### config.mk
export PLATFORM = sky130hd
export DESIGN_NAME = de_ex_pipeline_reg
export DESIGN_NICKNAME = d
export VERILOG_FILES = /design/src/rtl/de_ex_pipeline_reg.sv
export SDC_FILE = /design/constraint.sdc
export NUM_CORES = 1
export LEC_CHECK = 0
export CORE_AREA = 3 3 363 365
export DETAILED_ROUTE_END_ITERATION = 6
export DIE_AREA = 0 0 366 368
export PLACE_DENSITY = 0.48
export SLEW_MARGIN = 10
export SYNTH_ARGS = -nofsm -noshare
export SYNTH_HDL_FRONTEND = slang
export SYNTH_SLANG_ARGS = --single-unit
### constraint.sdc
create_clock -name clk -period 16.1 [get_ports clk]
set_input_delay 1.61 -clock clk [delete_from_list [all_inputs] [get_ports clk]]
set_output_delay 1.61 -clock clk [all_outputs]
set_load 0.03 [all_outputs]
### src/rtl/de_ex_pipeline_reg.sv
// Decode-to-execute pipeline register: applies WB-bypass selects to the operands,
// turns stalls and flushes into bubbles, and reports EX destinations to forwarding.
module de_ex_pipeline_reg #(
    parameter int SDATA_W = 32,
    parameter int VDATA_W = 128,
    parameter int SADDR_W = 5,
    parameter int VADDR_W = 4,
    parameter int CTRL_W  = 16
) (
    input  logic               clk,
    input  logic               rst,
    input  logic               DE_valid,
    input  logic               DE_stall,
    input  logic               MEM_stall,
    input  logic               EX_flush,
    input  logic [SDATA_W-1:0] DE_S1_data,
    input  logic [SDATA_W-1:0] DE_S2_data,
    input  logic [VDATA_W-1:0] DE_V1_data,
    input  logic [VDATA_W-1:0] DE_V2_data,
    input  logic               DE_EX_S1_select,
    input  logic               DE_EX_S2_select,
    input  logic               DE_EX_V1_select,
    input  logic               DE_EX_V2_select,
    input  logic [SDATA_W-1:0] MEM_WB_Swb_data,
    input  logic [VDATA_W-1:0] MEM_WB_Vwb_data,
    input  logic [SADDR_W-1:0] DE_Swb_address,
    input  logic [VADDR_W-1:0] DE_Vwb_address,
    input  logic               DE_MEM_read,
    input  logic               DE_V_reduce,
    input  logic [CTRL_W-1:0]  DE_ctrl,
    input  logic [SDATA_W-1:0] DE_imm,
    output logic               DE_ready,
    output logic               EX_valid,
    output logic [SDATA_W-1:0] EX_S1,
    output logic [SDATA_W-1:0] EX_S2,
    output logic [VDATA_W-1:0] EX_V1,
    output logic [VDATA_W-1:0] EX_V2,
    output logic [SADDR_W-1:0] DE_EX_Swb_address,
    output logic [VADDR_W-1:0] DE_EX_Vwb_address,
    output logic               DE_EX_MEM_read,
    output logic               DE_EX_V_reduce,
    output logic [CTRL_W-1:0]  EX_ctrl,
    output logic [SDATA_W-1:0] EX_imm,
    output logic [15:0]        bubble_count
);

    typedef enum logic {
        IDLE    = 1'b0,
        PENDING = 1'b1
    } flushState_t;

    flushState_t        r_flushState;
    logic               r_valid;
    logic [SDATA_W-1:0] r_s1;
    logic [SDATA_W-1:0] r_s2;
    logic [VDATA_W-1:0] r_v1;
    logic [VDATA_W-1:0] r_v2;
    logic [SADDR_W-1:0] r_swbAddr;
    logic [VADDR_W-1:0] r_vwbAddr;
    logic               r_memRead;
    logic               r_vReduce;
    logic [CTRL_W-1:0]  r_ctrl;
    logic [SDATA_W-1:0] r_imm;
    logic [15:0]        r_bubbleCount;

    logic               w_hold;
    logic               w_bubble;
    logic [SDATA_W-1:0] w_s1;
    logic [SDATA_W-1:0] w_s2;
    logic [VDATA_W-1:0] w_v1;
    logic [VDATA_W-1:0] w_v2;

    assign w_hold   = MEM_stall;
    assign w_bubble = EX_flush || (r_flushState == PENDING) || DE_stall || !DE_valid;

    assign w_s1 = DE_EX_S1_select ? MEM_WB_Swb_data : DE_S1_data;
    assign w_s2 = DE_EX_S2_select ? MEM_WB_Swb_data : DE_S2_data;
    assign w_v1 = DE_EX_V1_select ? MEM_WB_Vwb_data : DE_V1_data;
    assign w_v2 = DE_EX_V2_select ? MEM_WB_Vwb_data : DE_V2_data;

    assign DE_ready = !MEM_stall && !DE_stall && (r_flushState == IDLE);

    // A flush that arrives while EX is frozen is remembered and becomes a bubble on release.
    always_ff @(posedge clk or posedge rst) begin
        if (rst) begin
            r_flushState  <= IDLE;
            r_valid       <= 1'b0;
            r_s1          <= '0;
            r_s2          <= '0;
            r_v1          <= '0;
            r_v2          <= '0;
            r_swbAddr     <= '0;
            r_vwbAddr     <= '0;
            r_memRead     <= 1'b0;
            r_vReduce     <= 1'b0;
            r_ctrl        <= '0;
            r_imm         <= '0;
            r_bubbleCount <= '0;
        end else if (w_hold) begin
            if (EX_flush) begin
                r_flushState <= PENDING;
            end
        end else if (w_bubble) begin
            // Operands and imm are left alone so the datapath does not toggle on bubbles.
            r_flushState <= IDLE;
            r_valid      <= 1'b0;
            r_swbAddr    <= '0;
            r_vwbAddr    <= '0;
            r_memRead    <= 1'b0;
            r_vReduce    <= 1'b0;
            r_ctrl       <= '0;
            if (DE_valid && (r_bubbleCount != 16'hFFFF)) begin
                r_bubbleCount <= r_bubbleCount + 16'd1;
            end
        end else begin
            r_valid   <= 1'b1;
            r_s1      <= w_s1;
            r_s2      <= w_s2;
            r_v1      <= w_v1;
            r_v2      <= w_v2;
            r_swbAddr <= DE_Swb_address;
            r_vwbAddr <= DE_Vwb_address;
            r_memRead <= DE_MEM_read;
            r_vReduce <= DE_V_reduce;
            r_ctrl    <= DE_ctrl;
            r_imm     <= DE_imm;
        end
    end

    assign EX_valid          = r_valid;
    assign EX_S1             = r_s1;
    assign EX_S2             = r_s2;
    assign EX_V1             = r_v1;
    assign EX_V2             = r_v2;
    assign DE_EX_Swb_address = r_swbAddr;
    assign DE_EX_Vwb_address = r_vwbAddr;
    assign DE_EX_MEM_read    = r_memRead;
    assign DE_EX_V_reduce    = r_vReduce;
    assign EX_ctrl           = r_ctrl;
    assign EX_imm            = r_imm;
    assign bubble_count      = r_bubbleCount;

endmodule
==> metrics.txt, run 1 <==
GRT Residual Overflow=0; gr usage total=13.03%; DR DRC count=0; die outline width=between 300 and 400 µm; clock period minus worst slack=roughly 4.9 ns; Port Buffers=about 950; initial antenna violation count=44; Clock Sinks=~400; row count=132; PostCTS Resize Cnt=0; Critical Path Sink Type=output port; M1 GR Usage=15.59%; Netlist cell types=40; core region area=129200 µm²; chip height=about 370 µm; number of synthesized flops with an enable pin=0; CP required=about 14 ns; commonest cells in the synthesized netlist=nand2_1, dfrtp_1, mux2i_1, o21ai_0, buf_2; Max VDD drop=between 0.06 and 0.07 mV; Final Setup Violations=0; CP Launch Type=primary input; PD cells=roughly 130 nW/µm²; wire length per cell=~21 µm; highest clock rate=206.0 MHz; num ports=946; kind of critical path=in -> out; post-CTS setup buffers=0; mapped cell area=~18000 µm²; syn nets=roughly 2200; async set or reset register ratio after synthesis=between 90% and 100%; maximum number of pins on one net before global-route repair=around 200; RSZ-0062 raised after global routing=no; top cells by area, synth=dfrtp_1, mux2i_1, nand2_1; hold buffer count at CTS=0; worst skew pair latency=about 0.61 ns; flops & latches, synth=a little under 400; Setup TNS=0 ns; cts bufs inserted=51; final WL=just over 90000 µm; synth-to-layout area growth=72.85%; # Max-Cap Violations=0; Die Area=134700 µm²; CP Max Fanout=32; count leader, synth=nand2_1; worst-margin pin slew=1.132 ns; CTS tree=yes; maximum clock insertion buffer count=3; Post-DP HPWL=71220 µm; fin crit share=between 30% and 40%; P_leak=between 10 and 15 nW; GR peak layer=met2; Clock transition at path regs=0.06 ns; sequential-to-total area share from yosys stat=approximately 56%; Hold Path Class=reg -> reg; via count=approximately 16000; cells after synthesis=approximately 1700; Final nets=3111; syn_area_per_cell=approximately 11 µm²; crit path DAT=around 3.3 ns; final-report hold violation count=0; iteration count of the initial detailed-routing pass=7; vias in the first global route=between 15000 and 20000; Synth Flop Type=dfrtp_1; Yosys top cell area share=between 50% and 60%; H-tree depth=2; clock skew=0.01225 ns; 1st-iter DRT viols=780; vias per cell=between 3 and 4; Initial Utilization=a little over an eighth; cell taking the most area after synthesis=dfrtp_1; CTS root buf=clkbuf_16; Slew Limit Fails=0; RD Place Congestion=between 0.8 and 0.9; grt met3 use=around 5.4%; Yosys warning count=0; met2 usage=a little over a fifth; max_slew headroom=about a quarter; layout cells sized above 1=~4.5%; Final ANT Viol Nets=0; status=finished clean; number of fill cells in the layout=roughly 14000; Design Power=between 3 and 4 mW; first-pass GRT wire length=approximately 130000 µm
## path summary, 6_finish.rpt
kind | start | to | slack (ns) | cells past startpoint
max in group asynchronous | rst | EX_V2[24] | 11.36 | 6
min | EX_imm[6] | EX_imm[6] | 0.47 | 2
max | MEM_stall | DE_ready | 11.25 | 4
min reg2reg | EX_imm[6] | EX_imm[6] | 0.47 | 2
max reg2reg | r_flushState | EX_S1[8] | 12.72 | 6
min in group asynchronous | rst | EX_imm[17] | 1.54 | 2
## flip-flops by register name (all words and copies together), names as in the netlist
register           flops
r_flushState           1
EX_imm                32
EX_S1                 32
DE_EX_V_reduce         1
EX_ctrl               16
bubble_count          16
DE_EX_Vwb_address      4
EX_V2                128
DE_EX_MEM_read         1
EX_valid               1
DE_EX_Swb_address      5
EX_S2                 32
EX_V1                128
## stage by stage
step                      utilization [%]  worst slack (ns)  std cells  hold slack (ns)  instance area (µm²)
after floorplan                         -             3.451       1666           0.5540                17690
after global placement              22.37             10.46       4250           0.4581                28890
after detailed placement            22.37             10.45       4250           0.4614                28890
after CTS                           23.65             11.15       4342           0.4758                30540
after global routing                23.66             10.79       4350           0.4952                30560
final                               23.68             11.25       4357           0.4727                30580
## cell usage in the layout, fill, tap and decap left out, drive strengths merged, types with 5 or more instances in the layout
cell,instances
clkdlybuf4s50,941
nand2,419
dfrtp,397
o21ai,321
mux2i,320
clkbuf,82
a22o,27
buf,20
diode,15
nand4,8
xnor2,6
clkinv,6
a31oi,5
inv,5
## per-layer routing
layer	vias to the layer above	wire length (µm)
li1	7549	-
met1	7441	37630
met2	606	42380
met3	129	8014
met4	16	2591
met5	-	92
## logic make-up after synthesis
kind of cell	count (synthesis)	synth area share (%)
and+or+nand+nor	454	10.59
DFF	397	56.15
AOI/OAI and AO/OA	361	10.93
muxes	322	18.25
buffers and inverters	122	3.550
xor gates and xnor gates	9	0.4456
adders and majority gates	1	0.07071
## layout make-up
type                       instances  area, µm²  share of cell area (%)
timing repair buffer             962       9623                   31.47
clock inverter                    11      93.84                  0.3069
inverter                           2      15.01                 0.04910
multi-input combinational       1147       7138                   23.34
tap                             1742       2180                   7.127
antenna                           15      37.54                  0.1227
clock buffer                      81       1559                   5.098
sequential                       397       9935                   32.49
## where the power goes
group / switching [mW] / internal (mW) / total, mW
sequential: 0.129 / 1.21 / 1.33
combinational: 0.780 / 0.574 / 1.35
clock: 0.469 / 0.675 / 1.14
## critical path: stages
cell             delay, ns
clkdlybuf4s50_1       0.39
buf_4                 0.24
nor3_1                0.26
clkdlybuf4s50_1       0.73
Power figures use the tool's default switching activity.
==> inputs of run 2 (changes only) <==
==> constraint.sdc (replaced) <==
create_clock -name clk -period 4.95 [get_ports clk]
set_input_delay 0.495 -clock clk [delete_from_list [all_inputs] [get_ports clk]]
set_output_delay 0.495 -clock clk [all_outputs]
set_load 0.03 [all_outputs]
==> run 2 against run 1 <==
Net effect: critical path depth up 3; critical endpoint is now EX_S1[10]; core utilization up 0.19 points; via count up 1.3%; largest cell class unchanged.
==> metrics.txt, run 2 (synthesized netlist as in run 1, its figures left out) <==
status=finished clean; 1st-iter DRT viols=837 (+7.3%); grt met3 use=5.649% (+0.23 points); chip height=368 µm (unchanged); row count=132 (unchanged); worst r2r src=r_flushState; slowest cell on the critical path=nand3_4; clock period minus worst slack=2.534 ns; synth-to-layout area growth=74.24%; Die Area=134700 µm² (unchanged); highest clock rate=394.6 MHz; wire length per cell=21.26 µm (+2.1%); # Max-Cap Violations=0 (unchanged); P_int=8.043 mW (+230%); PostCTS Resize Cnt=0 (unchanged); CP startpoint=MEM_stall; cell area after layout=30830 µm² (+0.81%); cell-by-cell trace of the critical path=clkdlybuf4s50_1 > buf_4 > nor2_1 > nand3_4 > buf_12 > nand2_1 > o21ai_0; Final Core Density=23.87% (+0.19 points); Final nets=3134 (+0.74%); Max VDD drop=0.2178 mV (+230%); final-report hold violation count=0 (unchanged); max_slew headroom=35.03% (+11 points); Slew Limit Fails=0 (unchanged); Port Buffers=945 (unchanged); post-CTS setup buffers=0 (unchanged); fin worst setup slack=2.416 ns (-8.829 ns); crit path DAT=2.98 ns (-0.27 ns); PD cells=406.5 nW/µm² (+220%); clock skew=0.02286 ns (+0.01061 ns); Critical Path Max Stage Delay=0.70 ns (-0.03 ns); fin crit share=between 50% and 60%; Final Setup Violations=0 (unchanged); core region area=129200 µm² (unchanged); worst skew pair latency=0.61 ns (about the same); GR peak layer=met2; non-filler cells, final=4371 (+0.32%); DP Area=29130 µm² (+0.81%); R2R cell count=5 (-1); Placed Cells=4272 (+0.52%); P_leak=13.45 nW (+0.91%); most frequent cells in the layout=clkdlybuf4s50_1, nand2_1, dfrtp_1; Clock transition at path regs=0.06 ns (about the same); Initial Utilization=13.70% (unchanged); Buf/Inv on CP=3 (unchanged); Comb power frac=35.2% (about the same); GRT Residual Overflow=0 (unchanged); vias in the first global route=16800 (+2.1%); multi-input logic area=7138 µm² (unchanged); Post-DP HPWL=74210 µm (+4.2%); Switch Pwr=4.490 mW (+230%); vias per cell=3.648 (+0.97%); M1 GR Usage=16.29% (+0.70 points); Clock power frac=30.1% (+0.2 points); final WL=92930 µm (+2.5%); DR DRC count=0 (unchanged); die outline width=366 µm (unchanged); crit-path leading delay family=buffers and inverters; num ports=946 (unchanged); kind of critical path=in -> reg; hold buffer count at CTS=0 (unchanged); CP Max Fanout=121 (+280%); cts bufs inserted=52 (+2.0%); RSZ-0062 raised after global routing=no; most common cell after layout, fill and taps aside=clkdlybuf4s50_1; CP required=5.40 ns (-9.09 ns); iteration count of the initial detailed-routing pass=5 (-2); first-pass GRT wire length=130100 µm (+2.3%); Final ANT Viol Nets=0 (unchanged); Net Sw Frac=35.83% (-0.13 points); Hold Path Class=in -> async; H-tree depth=2 (unchanged); Critical Path Sink Type=flop; gr usage total=13.38% (+0.35 points); worst-margin pin slew=0.9745 ns (-0.1576 ns); dpl ws=1.695 ns (-8.754 ns); Design Power=12.53 mW (+230%); CTS tree=yes; Clock Sinks=397 (unchanged); number of fill cells in the layout=14060 (-0.21%); CTS root buf=clkbuf_16; CP Launch Type=primary input; RD Place Congestion=0.8754 (+0.83%); initial antenna violation count=40 (-9.1%); met2 usage=22.00% (+0.93 points); maximum number of pins on one net before global-route repair=122 (-40%); maximum clock insertion buffer count=3 (unchanged); Reg area=9935 µm² (unchanged); via count=15940 (+1.3%); Crit path depth=7 (+3); layout cells sized above 1=5.229% (+0.73 points); Sequential Power Share=34.7% (about the same)
==> run 2: changes by cell type in the layout (fill, tap and decap cells not counted) <==
cell        previous run  this run
buf_8                  1         0
clkinv_2               6         1
clkinv_4               0         1
inv_6                  3         2
buf_12                 3         9
clkbuf_16             51        53
diode_2               15         9
inv_8                  1         0
buf_4                 14        30
clkinvlp_4             1         4
==> run 2: power groups by stage <==
stage	Combinational, mW	Sequential (mW)	Clock (mW)
after floorplan	0.768	5.69	0
after global placement	4.46	4.38	0
after detailed placement	4.48	4.39	0
after CTS	4.48	4.35	3.93
after global routing	4.69	4.44	4.08
final	4.42	4.35	3.77
==> run 2: stage by stage <==
step,hold slack [ns],setup TNS (ns)
finish,0.3250,0
global route,0.3127,0
CTS,0.3053,0
detailed placement,0.4610,0
global placement,0.4583,0
floorplan,0.5540,-352.86
==> run 2: cell type report <==
| type | count | area share (%) |
|---|---|---|
| Clock inverter | 8 | 0.2719 |
| Tap cell | 1742 | 7.070 |
| Clock buffer | 82 | 5.175 |
| Timing Repair Buffer | 984 | 31.99 |
| Antenna cell | 9 | 0.07306 |
| Inverter | 2 | 0.03653 |
| Multi-Input combinational cell | 1147 | 23.16 |
| Sequential cell | 397 | 32.23 |
==> run 2: path summary, 6_finish.rpt <==
path,to,slack (ns)
worst max-delay path,EX_S1[10],2.42
worst min-delay path,DE_EX_Vwb_address[0],0.33
worst max register to register,EX_S1[10],2.61
worst min register to register,EX_imm[28],0.47
max in group asynchronous,EX_V1[35],3.47
min in group clk,EX_imm[31],0.42
==> run 2: metal layers <==
metal | vias up | wire [µm] | share of wire, %
li1 | 7609 | - | -
met1 | 7579 | 39140 | 42
met2 | 630 | 43580 | 47
met3 | 112 | 8474 | 9.1
met4 | 14 | 1643 | 1.8
met5 | - | 97 | 0.10
==> inputs of run 3 (changes only) <==
==> constraint.sdc (replaced) <==
create_clock -name clk -period 2.6 [get_ports clk]
set_input_delay 0.26 -clock clk [delete_from_list [all_inputs] [get_ports clk]]
set_output_delay 0.26 -clock clk [all_outputs]
set_load 0.03 [all_outputs]
==> run 3 against run 2 <==
Net effect: sequential cell count is the same; non-clock buffer count increased by 47; die area unchanged; cell area increased by 1.5%; highest routed layer unchanged; largest power group unchanged; via count is 0.93% higher; sequential share of layout area is 0.48 points lower; setup slack got worse by 2.0 ns; critical path type is now reg -> out; count of clock-buffer cells in the layout fell by 5.
==> metrics.txt, run 3 (synthesized netlist as in run 1, its figures left out) <==
Critical Path Max Stage Delay=0.71 ns (about the same); # Max-Cap Violations=0 (unchanged); post-CTS setup buffers=0 (unchanged); wire length per cell=21.13 µm (-0.61%); layout cells sized above 1=7.006% (+1.8 points); die outline width=366 µm (unchanged); clock skew=0.01489 ns (-0.007977 ns); Final Setup Violations=0 (unchanged); hold buffer count at CTS=0 (unchanged); Design Power=24.16 mW (+93%); final-report hold violation count=0 (unchanged); row count=132 (unchanged); fin crit share=a little under nine tenths; status=finished clean; non-filler cells, final=4425 (+1.2%); CP required=2.34 ns (-3.06 ns); RR Endpoint=bubble_count[1]; CTS tree=yes; worst skew pair latency=0.61 ns (about the same); DR DRC count=0 (unchanged); vias in the first global route=16900 (+0.55%); cts bufs inserted=51 (-1.9%); P_leak=13.73 nW (+2.1%); Buf/Inv on CP=1 (-2); crit path DAT=1.97 ns (-1.01 ns); Final nets=3180 (+1.5%); synth-to-layout area growth=76.89%; via count=16090 (+0.93%); CP startpoint=r_flushState; final WL=93500 µm (+0.61%); PostCTS Resize Cnt=0 (unchanged); core region area=129200 µm² (unchanged); kind of critical path=reg -> out; highest clock rate=between 400 and 500 MHz; Final ANT Viol Nets=0 (unchanged); reg2reg setup slack=0.77 ns (-1.84 ns); worst-margin pin slew=0.6554 ns (-0.3191 ns); maximum number of pins on one net before global-route repair=81 (-34%); CP Max Fanout=3 (-98%); clock period minus worst slack=~2.2 ns; worst r2r src=bubble_count[0]; most frequent cells in the layout=clkdlybuf4s50_1, nand2_1, dfrtp_1; Hold Path Class=in -> async; first-pass GRT wire length=129600 µm (-0.32%); Port Buffers=945 (unchanged); Clock transition at path regs=0.06 ns (about the same); slowest cell on the critical path=clkdlybuf4s50_1; initial antenna violation count=37 (-7.5%); Slew Limit Fails=0 (unchanged); num ports=946 (unchanged); max_slew headroom=56.31% (+21 points); GRT Residual Overflow=0 (unchanged); RSZ-0062 raised after global routing=no; cell-by-cell trace of the critical path=nor3_1 > clkdlybuf4s50_1; vias per cell=3.637 (-0.30%); chip height=368 µm (unchanged); Initial Utilization=13.70% (unchanged); Hold WS=0.08300 ns (-0.2420 ns); Die Area=134700 µm² (unchanged); maximum clock insertion buffer count=3 (unchanged); 1st-iter DRT viols=809 (-3.3%); most common cell after layout, fill and taps aside=clkdlybuf4s50_1; CTS root buf=clkbuf_16; Critical Path Sink Type=output port; H-tree depth=2 (unchanged); CP Launch Type=flop; number of fill cells in the layout=13980 (-0.53%); Max VDD drop=0.3983 mV (+83%); gr usage total=13.37% (about the same); PD cells=772.0 nW/µm² (+90%); R2R cell count=5 (unchanged); Clock Sinks=397 (unchanged); Final Core Density=24.23% (+0.36 points); crit-path leading delay family=buffers and inverters; Placed Cells=4319 (+1.1%); DP Area=29540 µm² (+1.4%); cell area after layout=31300 µm² (+1.5%); Post-DP HPWL=75900 µm (+2.3%); iteration count of the initial detailed-routing pass=5 (unchanged); RD Place Congestion=0.8727 (-0.31%)
## run 3: cell count changes in the layout (fill, tap and decap cells not counted), moves of 3 or more
cell | before | now
bufinv_16 | 1 | 4
clkbuf_8 | 18 | 15
buf_4 | 30 | 72
diode_2 | 9 | 14
clkinvlp_4 | 4 | 1
buf_12 | 9 | 14
clkinv_2 | 1 | 8
## run 3: routing by layer
metal | vias up | track usage (%) | share of wire (%)
li1 | 7676 | - | -
met1 | 7665 | 16.16 | 42
met2 | 618 | 21.94 | 47
met3 | 130 | 5.068 | 8.4
met4 | 4 | 3.840 | 2.4
met5 | - | 1.353 | 0.026
## run 3: worst max-delay path by stage
stage,to,depth (start not counted)
after global placement,EX_V1[114],6
after CTS,EX_V2[3],1
after floorplan,DE_EX_MEM_read,1
after global routing,EX_V2[3],1
final,DE_ready,2
after detailed placement,EX_V2[5],6
## run 3: stage by stage
stage,setup WS [ns],setup TNS [ns]
2_1_floorplan,-3.004,-1192.51
3_3_place_gp,0.3797,0
3_5_place_dp,0.3643,0
4_1_cts,0.2403,0
5_1_grt,0.1540,0
6_report,0.3692,0
## run 3: layout make-up
class                           count  area, µm²  share of cell area [%]
Inverter                            2      11.26                 0.03598
Tap cell                         1742       2180                   6.965
Clock buffer                       77       1525                   4.874
Antenna cell                       14      35.03                  0.1119
Clock inverter                     15      193.9                  0.6197
Timing Repair Buffer             1031      10280                   32.84
Sequential cell                   397       9935                   31.74
Multi-Input combinational cell   1147       7138                   22.81
## run 3: worst reg2reg max path: stages (launching register included)
cell and delay [ns]:
dfrtp_1 0.44, ha_1 0.24, nand3_2 0.21, nor4_4 0.39
nor2_2 0.12, mux2_4 0.32
## run 3: where the power goes
| part | total [mW] | internal (mW) | switching, mW |
|---|---|---|---|
| registers | 8.30 | 7.46 | 0.834 |
| logic | 8.48 | 3.63 | 4.85 |
| clock network | 7.39 | 4.42 | 2.96 |
| total | 24.2 | 15.5 | 8.64 |
